## src/rtl/pipe_skid_stage_pkg.sv

```systemverilog
// Shared definitions for the elastic skid stage: occupancy states and the handshake fire helper.
package pipe_skid_stage_pkg;

    // Encoding doubles as the beat count driven on the count port.
    typedef enum logic [1:0] {
        ST_EMPTY = 2'd0,
        ST_ONE   = 2'd1,
        ST_TWO   = 2'd2
    } state_t;

    function automatic logic fire(input logic valid, input logic ready);
        return valid & ready;
    endfunction

endpackage

```

## src/rtl/pipe_skid_stage.sv

```systemverilog
// Elastic valid/ready pipeline stage with a two-entry skid buffer; in_ready and out_data come
// straight from flops so no combinational path crosses the stage.
module pipe_skid_stage
    import pipe_skid_stage_pkg::*;
#(
    parameter int unsigned WIDTH = 8
) (
    input  logic             clk,
    input  logic             reset,
    input  logic             flush,
    input  logic             in_valid,
    output logic             in_ready,
    input  logic [WIDTH-1:0] in_data,
    output logic             out_valid,
    input  logic             out_ready,
    output logic [WIDTH-1:0] out_data,
    output logic [1:0]       count
);

    state_t           r_state;
    state_t           w_state_nxt;
    logic [WIDTH-1:0] r_main;
    logic [WIDTH-1:0] r_skid;
    logic             r_in_ready;
    logic             w_in_fire;
    logic             w_out_fire;
    logic             w_load_main;
    logic             w_main_from_skid;
    logic             w_load_skid;

    assign in_ready  = r_in_ready;
    assign out_valid = (r_state != ST_EMPTY);
    assign out_data  = r_main;
    assign count     = r_state;

    always_comb begin
        w_in_fire        = fire(in_valid, r_in_ready);
        w_out_fire       = fire(out_valid, out_ready);
        w_state_nxt      = r_state;
        w_load_main      = 1'b0;
        w_main_from_skid = 1'b0;
        w_load_skid      = 1'b0;
        // Flush overrides every handshake in the same cycle; the beats are simply dropped.
        if (flush) begin
            w_state_nxt = ST_EMPTY;
        end else begin
            case (r_state)
                ST_EMPTY: begin
                    if (w_in_fire) begin
                        w_state_nxt = ST_ONE;
                        w_load_main = 1'b1;
                    end
                end
                ST_ONE: begin
                    if (w_in_fire && w_out_fire) begin
                        w_load_main = 1'b1;
                    end else if (w_in_fire) begin
                        w_state_nxt = ST_TWO;
                        w_load_skid = 1'b1;
                    end else if (w_out_fire) begin
                        w_state_nxt = ST_EMPTY;
                    end
                end
                ST_TWO: begin
                    if (w_out_fire) begin
                        w_state_nxt      = ST_ONE;
                        w_load_main      = 1'b1;
                        w_main_from_skid = 1'b1;
                    end
                end
                default: w_state_nxt = ST_EMPTY;
            endcase
        end
    end

    always_ff @(posedge clk or negedge reset) begin
        if (!reset) begin
            r_state    <= ST_EMPTY;
            r_in_ready <= 1'b0;
        end else begin
            r_state    <= w_state_nxt;
            r_in_ready <= (w_state_nxt != ST_TWO);
        end
    end

    always_ff @(posedge clk or negedge reset) begin
        if (!reset) begin
            r_main <= '0;
        end else if (w_load_main) begin
            r_main <= w_main_from_skid ? r_skid : in_data;
        end
    end

    always_ff @(posedge clk or negedge reset) begin
        if (!reset) begin
            r_skid <= '0;
        end else if (w_load_skid) begin
            r_skid <= in_data;
        end
    end

endmodule
```

## config.mk

```make
export PLATFORM = sky130hd
export DESIGN_NAME = pipe_skid_stage
export DESIGN_NICKNAME = d
export VERILOG_FILES = /design/src/rtl/pipe_skid_stage_pkg.sv /design/src/rtl/pipe_skid_stage.sv
export SDC_FILE = /design/constraint.sdc
export NUM_CORES = 1
export LEC_CHECK = 0
export ABC_CLOCK_PERIOD_IN_PS = 1200
export BUFFER_PORTS_ARGS = -buffer_cell sky130_fd_sc_hd__buf_2
export CORE_MARGIN = 5
export CORE_UTILIZATION = 35
export CTS_CLUSTER_DIAMETER = 150
export CTS_CLUSTER_SIZE = 10
export DETAILED_ROUTE_END_ITERATION = 16
export PLACE_DENSITY = 0.63
export SYNTH_ARGS = -nofsm -noshare
export SYNTH_HDL_FRONTEND = slang
export SYNTH_SLANG_ARGS = --single-unit
```

## constraint.sdc

```tcl
create_clock -name clk -period 1.2 [get_ports clk]
set_input_delay 0.12 -clock clk [delete_from_list [all_inputs] [get_ports clk]]
set_output_delay 0.12 -clock clk [all_outputs]
set_load 0.01 [all_outputs]
```

Word level (Yosys, flattened, before mapping)
Index checks and enable logic that the tools add are counted.

Bits in registers: 19. Input port bits: 13. Output and inout bits: 12. Logic and storage cells: 30.

Equality and inequality tests: 3. Mux-type cells: 18. Bitwise logic cells: 2. Reductions and logical operators: 3.

Operators with widths (count): 2-to-1 mux 2 bit (6); 2-to-1 mux 1 bit (9); 2-to-1 mux 8 bit (1); case mux 2 bit (3 select lines) (1); case mux 1 bit (3 select lines) (1); bitwise AND 1 bit (2); equality test 2 x 1 -> 1 bit (second input constant) (1); equality test 2 bit (second input constant) (1); zero test 2 bit (1); != test 2 bit (second input constant) (1); nonzero test 2 bit (1); logical AND 1 bit (1).

Logic depth before layout (Yosys ltp)
Gate-level depths: netlist (run 1).

Depth after elaboration: 8. Mapped depth: 5. Mapped depth without buffers: 4.

Least setup slack after synthesis (run 1)
No wires, ideal clock.

Path kind: flip-flop to flip-flop. Start: register r_state[0], in the netlist count[0]. End: register r_main[2], in the netlist out_data[2]. Setup time: 73 ps. Arrival: 1255 ps. Data required time: 1127 ps. Setup slack: -128 ps. Stages on the path, launching flop included: 6. Path buffers: 1. Period minus slack after synthesis: 1328 ps. Path through: dfrtp_1 nand4bb_1 a31oi_4 buf_6 nor2_1 a21oi_2.

Word-level cells in the longest chain between the ends: 6. Elaborated cells on any way between the ends: 13. Classes of those cells: eq/ne (2); mux (7); bitwise (1); reduce/logical (3).

RTL lines: from (decl) (line pipe_skid_stage.sv:20) `state_t r_state;`; from (signal assigned) (line pipe_skid_stage.sv:81) `r_state <= w_state_nxt;`; nonzero test 2 bit (line pipe_skid_stage.sv:32) `assign out_valid = (r_state != ST_EMPTY);`; bitwise AND 1 bit (line pipe_skid_stage_pkg.sv:12) `return valid & ready;`; logical AND 1 bit or 2-to-1 mux 1 bit (tied branches) (line pipe_skid_stage.sv:55, pipe_skid_stage.sv:65); 2-to-1 mux 1 bit (on tied branches) (line pipe_skid_stage.sv:55, pipe_skid_stage.sv:47); case mux 1 bit (3 select lines) or 2-to-1 mux 1 bit (tied branches) (line pipe_skid_stage.sv:47, pipe_skid_stage.sv:44); 2-to-1 mux 1 bit or 2-to-1 mux 8 bit (tied branches) (line pipe_skid_stage.sv:44, pipe_skid_stage.sv:90); to (signal assigned) (line pipe_skid_stage.sv:90) `r_main <= w_main_from_skid ? r_skid : in_data;`; to (decl) (line pipe_skid_stage.sv:22) `logic [WIDTH-1:0] r_main;`.

Parallel ways exist; a longest one is shown, timed or not. A chain may end at the register's enable or synchronous reset.

Worst setup path after layout (run 1)
Start: register r_state[1], in the netlist count[1]. End: register r_main[1], in the netlist out_data[1].

Same word-level chain as after synthesis.

==> out/metrics.csv, run 1 <==
metric,value,unit
status,finished with violations,
failing checks,negative setup slack,
CTS Buf Count,3,
Worst R2R Path Depth,5,
Post-synth top flop,dfrtp_1,
crit path kind,reg2reg,
Setup crit end kind,register,
# IOs,25,
Worst Setup Start Kind,register,
clock slew at reported path FFs,0.12,ns
largest net degree at the start of global routing,20,
Post-synth EDFFs,0,
Final setup violation count,17,
signal arrival time at the worst endpoint,1.55,ns
Die ar.,0.00362,mm^2
fin nets,120,
HP Class,in2reg,
initial antenna violation count,0,
filler cell count,228,
# port buffers,24,
CP Max Fanout,8,
drt first pass iters,4,
Row Count,18,
"Area growth, synth to finish",38.8,%
gpl congestion,0.799,
Final Max Slew Viols,0,
Netlist cell types,21,
"non-filler cells, final",136,
Detail Route Antenna Nets,0,
RSZ-0062 raised after global routing,true,
Worst-Margin Slew,0.422,ns
most frequent cells after synthesis,"19 x dfrtp_1, 10 x nor2_1, 8 x mux2_2, 8 x mux2i_1, 7 x a21oi_1",
Clock Latency Late Sink,0.30,ns
Root Driver,clkbuf_4,
cell taking the most area after synthesis,dfrtp_1,
MaxCap Viol Count,0,
die height,60.1,um
flip-flop and latch area,479,um^2
Crit path required time,1.38,ns
placed cell count,130,
ranking of synthesized cells by area,"dfrtp_1 54%, mux2_2 10%, mux2i_1 9.1%, nor2_1 4.3%, a21oi_1 4.0%",
min Tclk post-route,1.37,ns
top-area cell type share of the netlist area,54.1,%
Multi-input gate area,452,um^2
total gr overflow,0,
Tot Pwr,1.60,mW
Worst slew margin,71.9,%
Fmax,728,MHz
"Seq/Total Area, Yosys",54.1,%
clock sinks,19,
DRC Markers,0,
most common cell in the netlist,dfrtp_1,
share of layout cells above drive strength 1,60.4,%
Avg WL per Cell,13.3,um
antenna diode count,0,
vias in the first global route,678,
Lkg Pwr,0.520,nW
Peak VDD IR,0.776,mV
Synth Area per Inst,12.4,um^2
PD cells,1310,mW/mm^2
synthesized net count,84,
H-tree depth,1,
Final Cycle Share,114,%
vias,673,
CTS tree,yes,
Post-DP HPWL,1340,um
cell area after synthesis,880,um^2
core area,0.00243,mm^2
GRT Total Usage,11.2,%
first-pass GRT wire length,3040,um
Async SR Flop Fraction,100,%
"FF+latch count, synth",19,
DR vias/cell,4.95,
chip width,60.1,um
final hold viol count,0,
Initial DRC Count,24,
Final WS setup,-0.174,ns
WHS Path Cells,2,
final WL,1810,um
Clock Skew,0.0158,ns
Initial Utilization,36.2,%
synthesized instance count,71,
Max clock buf depth,2,
Yosys Warn Count,0,
==> where the power goes <==
group / total (mW) / leakage (nW) / switching [mW] / internal, mW
clock network: 0.326 / 0.0177 / 0.202 / 0.124
registers: 0.864 / 0.218 / 0.0837 / 0.780
logic: 0.407 / 0.284 / 0.179 / 0.228
total: 1.60 / 0.520 / 0.465 / 1.13
==> routing by layer <==
metal	routed length (um)	global-route usage (%)	vias to the layer above
met3	130	1.94	2
met4	19	5.70	0
met5	0	0	-
met1	786	13.9	326
met2	870	18.5	19
li1	-	-	326
==> cell type report <==
| class | instances | area share, % |
|---|---|---|
| sequential | 19 | 39.2 |
| tap | 30 | 3.07 |
| multi-input combinational | 50 | 37.0 |
| timing repair buffer | 33 | 18.4 |
| clock inverter | 1 | 0.410 |
| clock buffer | 3 | 1.84 |
==> path summary, 6_finish.rpt <==
| kind | end | slack, ns | from |
|---|---|---|---|
| min in group asynchronous | r_skid[6] | 0.27 | reset |
| max | out_data[1] | -0.17 | count[1] |
| max in group asynchronous | in_ready | 0.60 | reset |
| min reg2reg | r_skid[4] | 0.52 | r_skid[4] |
| min | r_skid[0] | 0.06 | in_data[0] |
| max reg2reg | out_data[1] | -0.17 | count[1] |
==> logic make-up (layout without fill, tap and decap cells) <==
kind of cell	Yosys count	count (layout)	share of synthesized area (%)
simple gates	22	22	14.1
flops	19	19	54.1
compound gates	12	12	9.96
mux	16	16	19.3
buf+inv	2	37	2.56
==> cells in the final DEF, fill, tap and decap left out, drive strengths merged <==
cell,count
nor2b,1
nand3b,2
mux2i,8
a31oi,2
clkinv,1
nand2,1
nand4b,1
mux2,8
a21o,1
a21oi,9
dlygate4sd3,1
buf,32
nand4bb,1
clkbuf,3
dfrtp,19
nand3,2
nand2b,1
and3b,1
nor3,1
nor2,10
or2,1
==> repair_timing <==
item / CTS / global route
endpoints found under the hold margin: 19 / 0
setup buffers: 1 / 0
endpoints found under the setup margin: 17 / 17
hold buffers: 1 / 0
gates resized for setup: 14 / 4
pin swaps: 5 / 3
gates cloned: 0 / 0
==> critical path, stage by stage, from the launching register on <==
cell	delay, ns
dfrtp_2	0.45
nor2b_4	0.16
and3b_2	0.21
buf_12	0.14
mux2i_2	0.21
a21oi_1	0.08
==> per-stage QoR <==
step | TNS (ns) | utilization, % | hold slack, ns | area, um^2 | worst slack, ns
2_1_floorplan | -0.911 | - | -0.176 | 900 | -0.115
3_3_place_gp | -1.32 | 45.7 | 0.0803 | 1110 | -0.118
3_5_place_dp | -1.98 | 45.7 | 0.0897 | 1110 | -0.168
4_1_cts | -2.19 | 49.6 | 0.0452 | 1210 | -0.174
5_1_grt | -3.16 | 50.2 | 0.0504 | 1220 | -0.242
6_report | -1.97 | 50.2 | 0.0563 | 1220 | -0.174
==> flip-flops by register name, summed over array words and instances, names as in the netlist <==
signal and cells:
count 2, r_skid 8, in_ready 1, out_data 8
(Power assumes the default switching activity.)
==> inputs of run 2 (changes only) <==
--- a/constraint.sdc
+++ b/constraint.sdc
@@ -3,2 +3,2 @@
 set_output_delay 0.12 -clock clk [all_outputs]
-set_load 0.01 [all_outputs]
+set_load 0.1 [all_outputs]
==> out/metrics.csv, run 2 (same netlist as run 1, synthesis figures left out) <==
metric,value,unit
DRC Markers,0,
Lkg Pwr,0.642,nW
drt first pass iters,4,
clock sinks,19,
core area,0.00243,mm^2
Clock Skew,0.00530,ns
"Area growth, synth to finish",64.3,%
Worst R2R Path Depth,5,
FF-to-FF Start,count[0],
Max clock buf depth,2,
Worst Hold End,r_skid[7],
Multi-input gate area,464,um^2
Initial DRC Count,6,
Gate power share,46.7,%
PD cells,1580,mW/mm^2
Row Count,18,
Reg power frac,39.2,%
Worst-Margin Slew,0.432,ns
vias,708,
Setup crit end kind,primary output,
most frequent cells in the layout,"16 x dfrtp_1, 12 x buf_2, 11 x buf_4",
crit path kind,reg2out,
Detail Route Antenna Nets,0,
"non-filler cells, final",143,
MaxCap Viol Count,0,
CTS Buf Count,3,
status,finished with violations,
slack of the worst reg-to-reg path,-0.26,ns
Die ar.,0.00362,mm^2
placed inst area,0.00126,mm^2
dpl ws,-0.209,ns
Final WS setup,-0.268,ns
GRT Total Usage,12.9,%
Clock Power Share,14.0,%
sw power,940,uW
chip width,60.1,um
total gr overflow,0,
DR vias/cell,4.95,
Crit path required time,1.08,ns
share of layout cells above drive strength 1,57.5,%
signal arrival time at the worst endpoint,1.35,ns
total internal power,1.35,mW
fin area,0.00145,mm^2
RSZ-0062 raised after global routing,true,
WHS Path Cells,2,
min Tclk post-route,1.47,ns
# IOs,25,
Avg WL per Cell,15.5,um
hold_sp,in_data[7],
HP Class,in2reg,
Worst Setup Start Kind,register,
CTS tree,yes,
placed cell count,134,
fin nets,127,
post-layout util,59.4,%
# port buffers,24,
antenna diode count,0,
final hold viol count,0,
H-tree depth,1,
"commonest non-fill, non-tap cell in the layout",dfrtp_1,
Clock Latency Late Sink,0.30,ns
Initial Utilization,36.2,%
Sw Ratio,41.1,%
first-pass GRT wire length,3440,um
gpl congestion,0.770,
vias in the first global route,763,
flip-flop and latch area,487,um^2
Final Cycle Share,122,%
Fmax,681,MHz
R2R Path End,out_data[0],
die height,60.1,um
clock slew at reported path FFs,0.11,ns
largest net degree at the start of global routing,20,
CP Max Fanout,6,
final WL,2220,um
Root Driver,clkbuf_4,
Peak VDD IR,1.09,mV
filler cell count,199,
Worst slew margin,71.2,%
Final Max Slew Viols,0,
initial antenna violation count,0,
failing checks,negative setup slack,
Final setup violation count,21,
Post-DP HPWL,1410,um
run 2: cell types whose count changed in the layout (fill, tap and decap cells not counted), sizes merged:
cell	before	now
clkinv	1	0
buf	32	37
clkbuf	3	6
run 2: power by group through the flow:
stage | Combinational (mW) | Clock, mW | Sequential, mW
final | 1.07 | 0.321 | 0.896
after global routing | 1.11 | 0.353 | 0.911
after CTS | 1.04 | 0.325 | 0.886
after detailed placement | 0.942 | 0 | 0.888
after global placement | 0.931 | 0 | 0.880
after floorplan | 0.217 | 0 | 1.28
run 2: worst max-delay path by stage:
stage | startpoint | slack, ns | endpoint | depth (start not counted)
final | count[1] | -0.27 | out_valid | 3
after global placement | count[0] | -0.16 | out_data[2] | 5
after floorplan | count[1] | -0.38 | out_data[2] | 5
after global routing | count[1] | -0.32 | out_data[4] | 6
after CTS | count[0] | -0.27 | out_valid | 3
after detailed placement | count[0] | -0.21 | out_data[3] | 5
run 2: cell type report:
cell class	instances	share of cell area (%)
Sequential cell	19	33.7
Multi-Input combinational cell	50	32.1
Timing Repair Buffer	40	29.8
Tap cell	30	2.60
Clock buffer	4	1.82
run 2: critical path, stage by stage (launching register included):
cell	delay, ns
dfrtp_4	0.53
buf_6	0.13
or2_4	0.23
buf_12	0.16
run 2: metal layers:
metal  routed length (um)  part of all wire (%)  track usage, %
met5                    0                     0               0
met4                   18                  0.81            3.48
met1                  864                    39            14.1
met2                 1220                    55            23.6
met3                  115                   5.2            4.10
run 2: stage by stage:
stage | total power, mW | hold slack, ns | TNS [ns]
2_1_floorplan | 1.50 | -0.176 | -5.11
3_3_place_gp | 1.81 | 0.0797 | -2.49
3_5_place_dp | 1.83 | 0.0836 | -2.78
4_1_cts | 2.26 | 0.0663 | -3.49
5_1_grt | 2.37 | 0.0562 | -5.00
6_report | 2.29 | 0.0661 | -3.92
run 2: what timing repair did:
item / CTS / global route
gates resized for setup: 22 / 6
setup endpoints to repair: 22 / 23
hold endpoints to repair: 19 / 0
hold buffers: 1 / 0
pin swaps: 0 / 2
setup buffers: 2 / 1
gates cloned: 0 / 1
==> inputs of run 3 (changes only) <==
- CTS_CLUSTER_DIAMETER: 150 -> 40
- HOLD_SLACK_MARGIN: not set -> 0.08
==> out/metrics.csv, run 3 (same netlist as run 1, synthesis figures left out) <==
metric,value,unit
failing checks,negative setup slack,
signal arrival time at the worst endpoint,1.35,ns
final hold viol count,0,
# port buffers,24,
"Area growth, synth to finish",72.5,%
largest net degree at the start of global routing,20,
GRT Total Usage,13.9,%
Clock Latency Late Sink,0.29,ns
HP Class,in2reg,
clock slew at reported path FFs,0.11,ns
"commonest non-fill, non-tap cell in the layout",dfrtp_1,
CP Max Fanout,5,
Crit path required time,1.08,ns
sw power,938,uW
share of layout cells above drive strength 1,55.0,%
chip width,60.1,um
Clock Power Share,13.9,%
min Tclk post-route,1.47,ns
RSZ-0062 raised after global routing,true,
Row Count,18,
H-tree depth,1,
first-pass GRT wire length,3660,um
clock sinks,19,
Clock Skew,0.00637,ns
Die ar.,0.00362,mm^2
Avg WL per Cell,14.7,um
Initial DRC Count,12,
Gate power share,47.0,%
Sw Ratio,41.0,%
initial antenna violation count,0,
Worst path slowest cell,dfrtp_4,
core area,0.00243,mm^2
fin area,0.00152,mm^2
total gr overflow,0,
Worst-Margin Slew,0.429,ns
setup_tns,-3.60,ns
fin nets,134,
Final WS setup,-0.266,ns
Setup crit end kind,primary output,
Final Cycle Share,122,%
worst path cell trace,buf_6 > or2_4 > buf_12,
total internal power,1.35,mW
gpl congestion,0.770,
vias,729,
Max clock buf depth,2,
die height,60.1,um
# IOs,25,
Worst Setup Start Kind,register,
Lkg Pwr,0.665,nW
drt first pass iters,3,
filler cell count,181,
Final Max Slew Viols,0,
vias in the first global route,777,
CTS tree,yes,
"slowest stage delay, CP",0.52,ns
worst hold margin,0.119,ns
Reg power frac,39.0,%
antenna diode count,0,
CTS Buf Count,3,
Fmax,682,MHz
Worst slew margin,71.4,%
Final setup violation count,20,
most frequent cells in the layout,"16 x dfrtp_1, 12 x buf_2, 10 x dlygate4sd3_1, 10 x buf_12, 9 x buf_4",
Peak VDD IR,1.23,mV
placed inst area,0.00126,mm^2
Initial Utilization,36.2,%
status,finished with violations,
Post-DP HPWL,1410,um
crit path kind,reg2out,
PD cells,1510,mW/mm^2
Detail Route Antenna Nets,0,
dpl ws,-0.209,ns
Root Driver,clkbuf_4,
MaxCap Viol Count,0,
DR vias/cell,4.86,
DRC Markers,0,
final WL,2210,um
run 3: metal layers:
metal | vias to the layer above | track usage (%) | routed length, um
li1 | 350 | - | -
met1 | 364 | 15.4 | 838
met2 | 13 | 26.1 | 1260
met3 | 2 | 3.89 | 87
met4 | 0 | 2.85 | 18
met5 | - | 0 | 0
run 3: area by class of cell:
class,instances,area [um^2],share of cell area [%]
Timing Repair Buffer,47,492,32.4
Sequential cell,19,487,32.1
Multi-Input combinational cell,50,475,31.3
Tap cell,30,37.5,2.47
Clock buffer,4,26.3,1.73
run 3: what timing repair did:
action | CTS | global route
hold buffers | 10 | 0
hold endpoints to repair | 28 | 0
gates resized for setup | 22 | 10
pin swaps | 0 | 1
setup buffers | 2 | 0
endpoints found under the setup margin | 22 | 23
run 3: power by group through the flow:
stage               clock (mW)  combinational (mW)  sequential (mW)
CTS                      0.325                1.07            0.886
global placement             0               0.931            0.880
finish                   0.319                1.08            0.893
global route             0.354                1.12            0.912
detailed placement           0               0.942            0.888
floorplan                    0               0.217             1.28
run 3: stage by stage:
step                      total power, mW  util [%]  std cells
final                                2.29      62.4        150
after global placement               1.81      51.7        134
after global routing                 2.39      62.4        150
after detailed placement             1.83      51.7        134
after CTS                            2.28      60.8        150
after floorplan                      1.50         -         71
run 3: worst paths after layout:
check                            from  cells after the start     endpoint  slack [ns]
hold / removal             in_data[3]                      2    r_skid[3]        0.12
min in group asynchronous       reset                      2  out_data[1]        0.28
setup reg to reg             count[0]                      5  out_data[5]       -0.22
hold reg to reg             r_skid[0]                      1    r_skid[0]        0.52
max in group asynchronous       reset                      2     count[0]        0.58
setup / recovery             count[0]                      3    out_valid       -0.27
run 3: worst max-delay path: cells and delay by family (launching register included):
kind | cells | cell delay [ns]
flops | 1 | 0.52
buf+inv | 2 | 0.29
simple gates | 1 | 0.25
